`src/rtl/seg7_scan_driver.sv`:
```
// Time-multiplexed hex 7-segment scan driver, double-buffered image.
// Optional leading-zero blanking: define SEG7_LZ_BLANK_EN.
module seg7_scan_driver #(
   parameter int NUM_DIGITS   = 4,
   parameter int REFRESH_DIV  = 100000,
   parameter int BLANK_CYCLES = 1000
) (
   input  logic                    clk,
   input  logic                    rst_n,
   input  logic [4*NUM_DIGITS-1:0] data_in,
   input  logic [NUM_DIGITS-1:0]   dp_in,
   input  logic [NUM_DIGITS-1:0]   digit_en,
   input  logic                    load,
   output logic                    upd_pending,
   output logic                    frame_tick,
   output logic [6:0]              seg,
   output logic                    dp,
   output logic [NUM_DIGITS-1:0]   an
);

   localparam int DIV_W = $clog2(REFRESH_DIV);
   localparam int IDX_W = (NUM_DIGITS > 1) ? $clog2(NUM_DIGITS) : 1;
   localparam logic [DIV_W-1:0] DIV_LAST = DIV_W'(REFRESH_DIV - 1);
   localparam logic [DIV_W-1:0] BLANK    = DIV_W'(BLANK_CYCLES);
   localparam logic [IDX_W-1:0] IDX_LAST = IDX_W'(NUM_DIGITS - 1);

   logic [DIV_W-1:0]        r_div;
   logic [IDX_W-1:0]        r_idx;
   logic [4*NUM_DIGITS-1:0] r_act_data;
   logic [NUM_DIGITS-1:0]   r_act_dp;
   logic [NUM_DIGITS-1:0]   r_act_en;
   logic [4*NUM_DIGITS-1:0] r_pnd_data;
   logic [NUM_DIGITS-1:0]   r_pnd_dp;
   logic [NUM_DIGITS-1:0]   r_pnd_en;
   logic                    r_upd_pending;
   logic                    r_started;
   logic                    r_frame_tick;
   logic [6:0]              r_seg;
   logic                    r_dp;
   logic [NUM_DIGITS-1:0]   r_an;

   logic                    w_div_last;
   logic                    w_boundary;
   logic [NUM_DIGITS-1:0]   w_en_eff;
   logic [3:0]              w_nib;
   logic                    w_dp_bit;
   logic                    w_en_bit;
   logic [NUM_DIGITS-1:0]   w_onehot;
   logic                    w_sel;
   logic [6:0]              w_seg_dec;

   assign w_div_last = (r_div == DIV_LAST);
   assign w_boundary = w_div_last && (r_idx == IDX_LAST);

   // Slot counter and digit index, wrapping once per frame
   always_ff @(posedge clk or negedge rst_n) begin
      if (!rst_n) begin
         r_div <= '0;
         r_idx <= '0;
      end else if (w_div_last) begin
         r_div <= '0;
         r_idx <= (r_idx == IDX_LAST) ? '0 : r_idx + 1'b1;
      end else begin
         r_div <= r_div + 1'b1;
      end
   end

   // Pending/active images; active only changes at the frame boundary
   always_ff @(posedge clk or negedge rst_n) begin
      if (!rst_n) begin
         r_act_data    <= '0;
         r_act_dp      <= '0;
         r_act_en      <= '0;
         r_pnd_data    <= '0;
         r_pnd_dp      <= '0;
         r_pnd_en      <= '0;
         r_upd_pending <= 1'b0;
      end else if (w_boundary) begin
         if (load) begin
            r_act_data <= data_in;
            r_act_dp   <= dp_in;
            r_act_en   <= digit_en;
         end else if (r_upd_pending) begin
            r_act_data <= r_pnd_data;
            r_act_dp   <= r_pnd_dp;
            r_act_en   <= r_pnd_en;
         end
         r_upd_pending <= 1'b0;
      end else if (load) begin
         r_pnd_data    <= data_in;
         r_pnd_dp      <= dp_in;
         r_pnd_en      <= digit_en;
         r_upd_pending <= 1'b1;
      end
   end

   // Frame tick aligned with outputs showing slot 0 of a later frame
   always_ff @(posedge clk or negedge rst_n) begin
      if (!rst_n) begin
         r_started    <= 1'b0;
         r_frame_tick <= 1'b0;
      end else begin
         r_started    <= r_started | w_boundary;
         r_frame_tick <= r_started && (r_idx == '0) && (r_div == '0);
      end
   end

`ifdef SEG7_LZ_BLANK_EN
   logic [NUM_DIGITS-1:0] w_lz_mask;
   logic                  w_lz_run;

   // Blank leading zero digits (no dp) from the top, never digit 0
   always_comb begin
      w_lz_mask = '0;
      w_lz_run  = 1'b1;
      for (int k = NUM_DIGITS - 1; k > 0; k--) begin
         if (w_lz_run && (r_act_data[4*k +: 4] == 4'h0) && !r_act_dp[k])
            w_lz_mask[k] = 1'b1;
         else
            w_lz_run = 1'b0;
      end
   end

   assign w_en_eff = r_act_en & ~w_lz_mask;
`else
   assign w_en_eff = r_act_en;
`endif

   // Select the current digit's nibble, dp, enable and anode bit
   always_comb begin
      w_nib    = 4'h0;
      w_dp_bit = 1'b0;
      w_en_bit = 1'b0;
      w_onehot = '0;
      for (int k = 0; k < NUM_DIGITS; k++) begin
         if (r_idx == IDX_W'(k)) begin
            w_nib       = r_act_data[4*k +: 4];
            w_dp_bit    = r_act_dp[k];
            w_en_bit    = w_en_eff[k];
            w_onehot[k] = 1'b1;
         end
      end
   end

   assign w_sel = (r_div >= BLANK) && w_en_bit;

   // Hex to active-low {g,f,e,d,c,b,a}
   always_comb begin
      w_seg_dec = 7'h7F;
      case (w_nib)
         4'h0: w_seg_dec = 7'h40;
         4'h1: w_seg_dec = 7'h79;
         4'h2: w_seg_dec = 7'h24;
         4'h3: w_seg_dec = 7'h30;
         4'h4: w_seg_dec = 7'h19;
         4'h5: w_seg_dec = 7'h12;
         4'h6: w_seg_dec = 7'h02;
         4'h7: w_seg_dec = 7'h78;
         4'h8: w_seg_dec = 7'h00;
         4'h9: w_seg_dec = 7'h10;
         4'hA: w_seg_dec = 7'h08;
         4'hB: w_seg_dec = 7'h03;
         4'hC: w_seg_dec = 7'h46;
         4'hD: w_seg_dec = 7'h21;
         4'hE: w_seg_dec = 7'h06;
         4'hF: w_seg_dec = 7'h0E;
         default: w_seg_dec = 7'h7F;
      endcase
   end

   // Registered pin drivers, dark while in dead time or disabled
   always_ff @(posedge clk or negedge rst_n) begin
      if (!rst_n) begin
         r_an  <= '1;
         r_seg <= 7'h7F;
         r_dp  <= 1'b1;
      end else begin
         r_an  <= w_sel ? ~w_onehot : '1;
         r_seg <= w_sel ? w_seg_dec : 7'h7F;
         r_dp  <= w_sel ? ~w_dp_bit : 1'b1;
      end
   end

   assign upd_pending = r_upd_pending;
   assign frame_tick  = r_frame_tick;
   assign seg         = r_seg;
   assign dp          = r_dp;
   assign an          = r_an;

endmodule
```
`config.mk`:
```
export PLATFORM = sky130hd
export DESIGN_NAME = seg7_scan_driver
export DESIGN_NICKNAME = d
export VERILOG_FILES = /design/src/rtl/seg7_scan_driver.sv
export SDC_FILE = /design/constraint.sdc
export NUM_CORES = 1
export LEC_CHECK = 0
export CAP_MARGIN = 20
export CORE_ASPECT_RATIO = 1.4
export CORE_UTILIZATION = 37
export CTS_BUF_LIST = sky130_fd_sc_hd__clkbuf_4
export CTS_CLUSTER_DIAMETER = 50
export DETAILED_ROUTE_END_ITERATION = 10
export DONT_BUFFER_PORTS = 1
export SETUP_SLACK_MARGIN = 0.1
export SYNTH_ARGS = -nofsm -noshare
export SYNTH_HDL_FRONTEND = slang
export SYNTH_SLANG_ARGS = --single-unit
```
`constraint.sdc`:
```
create_clock -name clk -period 3.15 [get_ports clk]
set_input_delay 0.1575 -clock clk [delete_from_list [all_inputs] [get_ports clk]]
set_output_delay 0.1575 -clock clk [all_outputs]
set_load 0.03 [all_outputs]
```
Yosys cells after proc, flatten, opt, wreduce, memory -nomap -nowiden
Memory sizes are Yosys's and may differ from the RTL's.
Index checks and enable logic that the tools add are counted.
{ "word_totals": {"output_inout_bits": 14, "romBits": 112, "inputBits": 27, "mem_count": 1, "regBits": 82, "elab_cells": 65} }
{ "classes": {"order_cmp": 1, "add_sub_neg": 2, "muxes": 29, "n_reduce_logical": 10, "bitwise": 4, "n_eq_ne": 4} }
{ "memory_table": {"columns": ["name", "depth", "word_bits", "read_ports", "rd_clocked_by_memory_dff", "wr", "line_no", "rtl"], "rows": [
  ["(no name shown)", 16, 7, 1, 0, 0, "150", "case (w_nib)"]
]} }
{ "op_table": {"columns": ["cell", "n"], "rows": [
  ["two-way mux 4 bit", 9],
  ["two-way mux 16 bit", 2],
  ["adder 17 x 1 -> 17 bit (second input constant)", 1],
  ["== test 17 bit (second input constant)", 1],
  ["greater-or-equal comparator 17 x 10 -> 1 bit (second input constant)", 1],
  ["logical NOT 17 bit", 1],
  ["two-way mux 17 bit", 1],
  ["two-way mux 1 bit", 15],
  ["two-way mux 7 bit", 1],
  ["== test 2 bit (second input constant)", 2],
  ["logical AND 1 bit", 4],
  ["NOT 4 bit", 1],
  ["AND reduction 2 bit", 2],
  ["nonzero test 2 bit", 2],
  ["adder 2 x 1 -> 2 bit (second input constant)", 1],
  ["== test 2 x 1 -> 1 bit (second input constant)", 1],
  ["logical NOT 2 bit", 1],
  ["two-way mux 2 bit", 1],
  ["NOT 1 bit", 2],
  ["bitwise OR 1 bit", 1]
]} }

Logic depth before layout (Yosys ltp)
{ "depth": {"word_depth": 7, "mapped_depth": 11, "ltp_nobuf": 10} }

Worst setup path after synthesis
OpenSTA, ideal clock, no wires.
{ "synth_path": {"kind": "reg2reg", "start": "register r_idx[0]", "end": "register r_seg[1], in the netlist seg[1]", "setup_slack_ns": 0.930, "t_arrival_ns": 2.155, "stages_incl_launch_ff": 11, "n_path_buf": 1, "setup_ns": 0.064, "required_ns": 3.086, "period_less_slack_ns": 2.220, "path_cell_list": "dfrtp_1 > inv_1 > ha_1 > clkbuf_1 > nor2_1 > a31oi_1 > inv_1 > ha_1 > nor2_1 > a211o_1 > nand3_1"} }
{ "synth_between": {"elab_chain_len": 7} }
{ "synth_lines": {"columns": ["element", "line_no", "rtl"], "rows": [
  ["from (decl)", "28", "logic [IDX_W-1:0] r_idx;"],
  ["from (signal assigned)", "62", "r_idx <= (r_idx == IDX_LAST) ? '0 : r_idx + 1'b1;"],
  ["logical NOT 2 bit", "136", "if (r_idx == IDX_W'(k)) begin"],
  ["two-way mux 4 bit / two-way mux 1 bit (equally long branches) (4 in series)", "136", null],
  ["memory read (16 x 7 bit) / logical AND 1 bit (equally long branches)", null, null],
  ["two-way mux 7 bit *", "179", "r_seg <= w_sel ? w_seg_dec : 7'h7F;"],
  ["to (signal assigned)", "179", null],
  ["to (decl)", "38", "logic [6:0] r_seg;"]
]} }
Every way passes the cells marked *; elsewhere a longest branch is shown, timed or not.
A chain may end at the register's enable or synchronous reset.

Final worst setup path
{ "layout_path": {"start": "register r_div[12]", "end": "register r_act_data[13]"} }
{ "layout_between": {"elab_chain_len": 3} }
{ "layout_lines": {"columns": ["element", "line_no", "rtl"], "rows": [
  ["from (decl)", "27", "logic [DIV_W-1:0] r_div;"],
  ["from (signal assigned)", "64", "r_div <= r_div + 1'b1;"],
  ["== test 17 bit", "52", "assign w_div_last = (r_div == DIV_LAST);"],
  ["logical AND 1 bit", "53", "assign w_boundary = w_div_last && (r_idx == IDX_LAST);"],
  ["AND reduction 2 bit (no source line)", null, null],
  ["to (signal assigned)", "80", "r_act_data <= data_in;"],
  ["to (signal assigned)", "84", "r_act_data <= r_pnd_data;"],
  ["to (decl)", "29", "logic [4*NUM_DIGITS-1:0] r_act_data;"]
]} }
Every way passes these cells.

==> run metrics <==
Reg-to-Reg End=r_act_data[13]; mean post-synth cell area=11.27 µm²; worst hold path type=input port to flop; HP Start=load; die area=0.01131 mm²; Hold Path Sink=r_act_dp[1]; status=finished clean; mux cell area share after synthesis=0.1536; Critical Path Sink Type=flop; Max Buffers Root-to-Sink=2; Worst Hold Depth=3; clock share of power=0.352; Mapped Cells=357; Max Freq=0.3903 GHz; Avg WL per Cell=14.42 µm; # fillers=1023; Final nets=418; PortBufs=0; CP max FO=30; initial DRC count=117; Non-Filler Instances=523; area grow syn2layout=13.06%; Sequential Area=0.002067 mm²; internal power=0.001494 W; die height=125.4 µm; CTS tree=yes; Switch Pwr=0.0004312 W; TritonCTS Buffers=9; sequential area share after synthesis=0.5135; Clock H-tree levels=3; Final Cycle Share=0.8133; Setup TNS=0 ns; pin count of the biggest net entering global routing=83; largest family of logic cells by synthesized area=multiplexers; WL final=7.541 mm; WS Path Type=flop to flop; gr usage total=0.1457; first-pass GRT wire length=13.07 mm; post-synthesis net count=396; Layout Skew=0.01284 ns; switching share of power=0.2239; global placement routability congestion=0.8215; clock-pin slew on the worst setup and hold paths=0.13 ns; Adder-Cell Fraction of Synth Area=0.03730; Via density=5.033; leakage=1.986 nW; area of the multi-input gates=0.001805 mm²; I/O pin cnt=41; Final Max Slew Viols=0; reg2reg start=r_div[12]; Sequential Power Share=0.571; number of cells after detailed placement=479; clock tree root driver cell=clkbuf_4; Critical Path Source Type=flop; Rows=44; Power per Cell Area=423.2 mW/mm²; R2R depth=6; number of global-route vias before repair=2685; Worst R2R Setup Slack=0.59 ns; Clock Sinks=82; via count=2632; Synth Area in Compound Gates=0.07896; core box area=0.01046 mm²; postcts setup bufs=0; Slew @ Worst Pin=0.6937 ns; Initial Utilization=0.3848; Residual DRC=0; share of cells above drive strength 1=0.1536; Yosys cell types=49; first-pass iteration count of the detailed router=4; Max-Cap Viols=0; Max VDD drop=0.1678 mV; Post-Synth Simple-Gate Area=0.1483; commonest non-fill, non-tap cells in the layout=dfrtp_1 (70), nand2_1 (49), mux2i_1 (28); Seq cells post-synth=82; WP data arrival=2.88 ns; Final ANT Viol Nets=0; Final Hold Viols=0; Slew headroom=0.5351; Post-Synth XOR/XNOR Area=0.03046; Critical Path RT=3.46 ns; later-pin clock latency in the skew report=0.43 ns; initial antenna violation count=1; Comb pwr share=0.077; Mapped Area=0.004025 mm²; most common cell after layout, fill and taps aside=dfrtp_1; dpl hpwl=5.122 mm; Die X=90.15 µm; yosys warns=0; RSZ-0062 raised after global routing=false; setup violators final=0; minimum clock period=2.562 ns; total grt overflow=0
power groups by stage:
stage	Combinational, W	Sequential (W)	Clock, W
5_1_grt	0.000164	0.00110	0.000748
6_report	0.000148	0.00110	0.000678
3_3_place_gp	0.0000859	0.00112	0
4_1_cts	0.000153	0.00110	0.000709
3_5_place_dp	0.0000870	0.00112	0
2_1_floorplan	0.0000880	0.00112	0
worst max-delay path by stage:
| stage | from | to | cells past startpoint |
|---|---|---|---|
| 6_report | r_div[12] | r_act_data[13] | 6 |
| 5_1_grt | r_div[12] | r_act_data[13] | 6 |
| 4_1_cts | r_div[12] | r_act_data[14] | 6 |
| 3_5_place_dp | r_div[12] | r_act_data[14] | 6 |
| 3_3_place_gp | r_div[12] | r_act_data[10] | 6 |
| 2_1_floorplan | r_idx[0] | seg[1] | 10 |
routing by layer:
layer / vias up / global-route usage / wire length, µm
met5: - / 0 / 0
met4: 0 / 0.08065 / 233
met3: 18 / 0.03345 / 277
met2: 55 / 0.2245 / 3526
met1: 1268 / 0.1893 / 3503
li1: 1291 / - / -
cell families after synthesis:
logic type,after synthesis
compound gates,53
xor+xnor,14
fa+ha+maj,12
buf+inv,26
flops,82
mux,52
simple gates,118
flip-flops by register name (all words and copies together) (netlist names):
register	count
r_div	17
r_act_data	16
r_pnd_data	16
seg	7
an	4
r_act_dp	4
r_act_en	4
r_pnd_dp	4
r_pnd_en	4
r_idx	2
dp	1
frame_tick	1
r_started	1
upd_pending	1
synth_stat cells, drive strengths merged:
master,n,share of area
a211o,1,0.0022
a211oi,2,0.0037
a21oi,6,0.0075
a22oi,1,0.0019
a311o,2,0.0050
a311oi,2,0.0059
a31oi,1,0.0016
and2,2,0.0031
and3,1,0.0016
and4,2,0.0044
buf,8,0.021
clkbuf,11,0.010
dfrtp,70,0.44
dfstp,12,0.078
ha,12,0.037
inv,7,0.0065
mux2,24,0.084
mux2i,28,0.070
nand2,50,0.048
nand2b,3,0.0047
nand3,13,0.017
nand3b,4,0.0075
nand4,5,0.0078
nand4b,2,0.0044
nor2,21,0.020
nor2b,4,0.0062
nor3,4,0.011
nor3b,2,0.0037
nor4,1,0.0016
o211ai,3,0.0056
o21ai,32,0.040
o221ai,1,0.0022
o22ai,1,0.0016
o311ai,1,0.0022
or2,1,0.0016
or3,2,0.0031
or4,1,0.0028
xnor2,8,0.017
xor2,6,0.013
repair_timing:
action / CTS / global route
hold endpoints to repair: 131 / 0
hold buffers: 27 / 0
gates resized for setup: 0 / 0
cell type report:
class | instances | share of cell area
inverters | 7 | 0.005774
flip-flops and latches | 82 | 0.4542
repair buffers | 30 | 0.07039
clock inverters | 6 | 0.01787
multi-input cells | 249 | 0.3968
well taps | 138 | 0.03794
clock buffers | 10 | 0.01650
diodes | 1 | 0.0005499
stage by stage:
step / utilization / worst slack [ns] / cell area [µm²] / hold WS [ns] / total power, W
6_report: 0.4350 / 0.5881 / 4551 / 0.1359 / 0.001926
5_1_grt: 0.4350 / 0.3481 / 4551 / 0.1289 / 0.002014
4_1_cts: 0.4348 / 0.5701 / 4548 / 0.1011 / 0.001961
3_5_place_dp: 0.3914 / 0.5891 / 4094 / -0.1356 / 0.001206
3_3_place_gp: 0.3914 / 0.6599 / 4094 / -0.1354 / 0.001204
2_1_floorplan: - / 0.9305 / 4025 / -0.1381 / 0.001203
critical path, cell delays in order (launching register included):
cell	delay, ns
dfrtp_1	0.45
or4_4	0.56
nor3_4	0.22
nand4b_1	0.58
buf_4	0.47
nand2_1	0.10
o21ai_1	0.06
No activity file was read; power rests on OpenSTA's default activity.
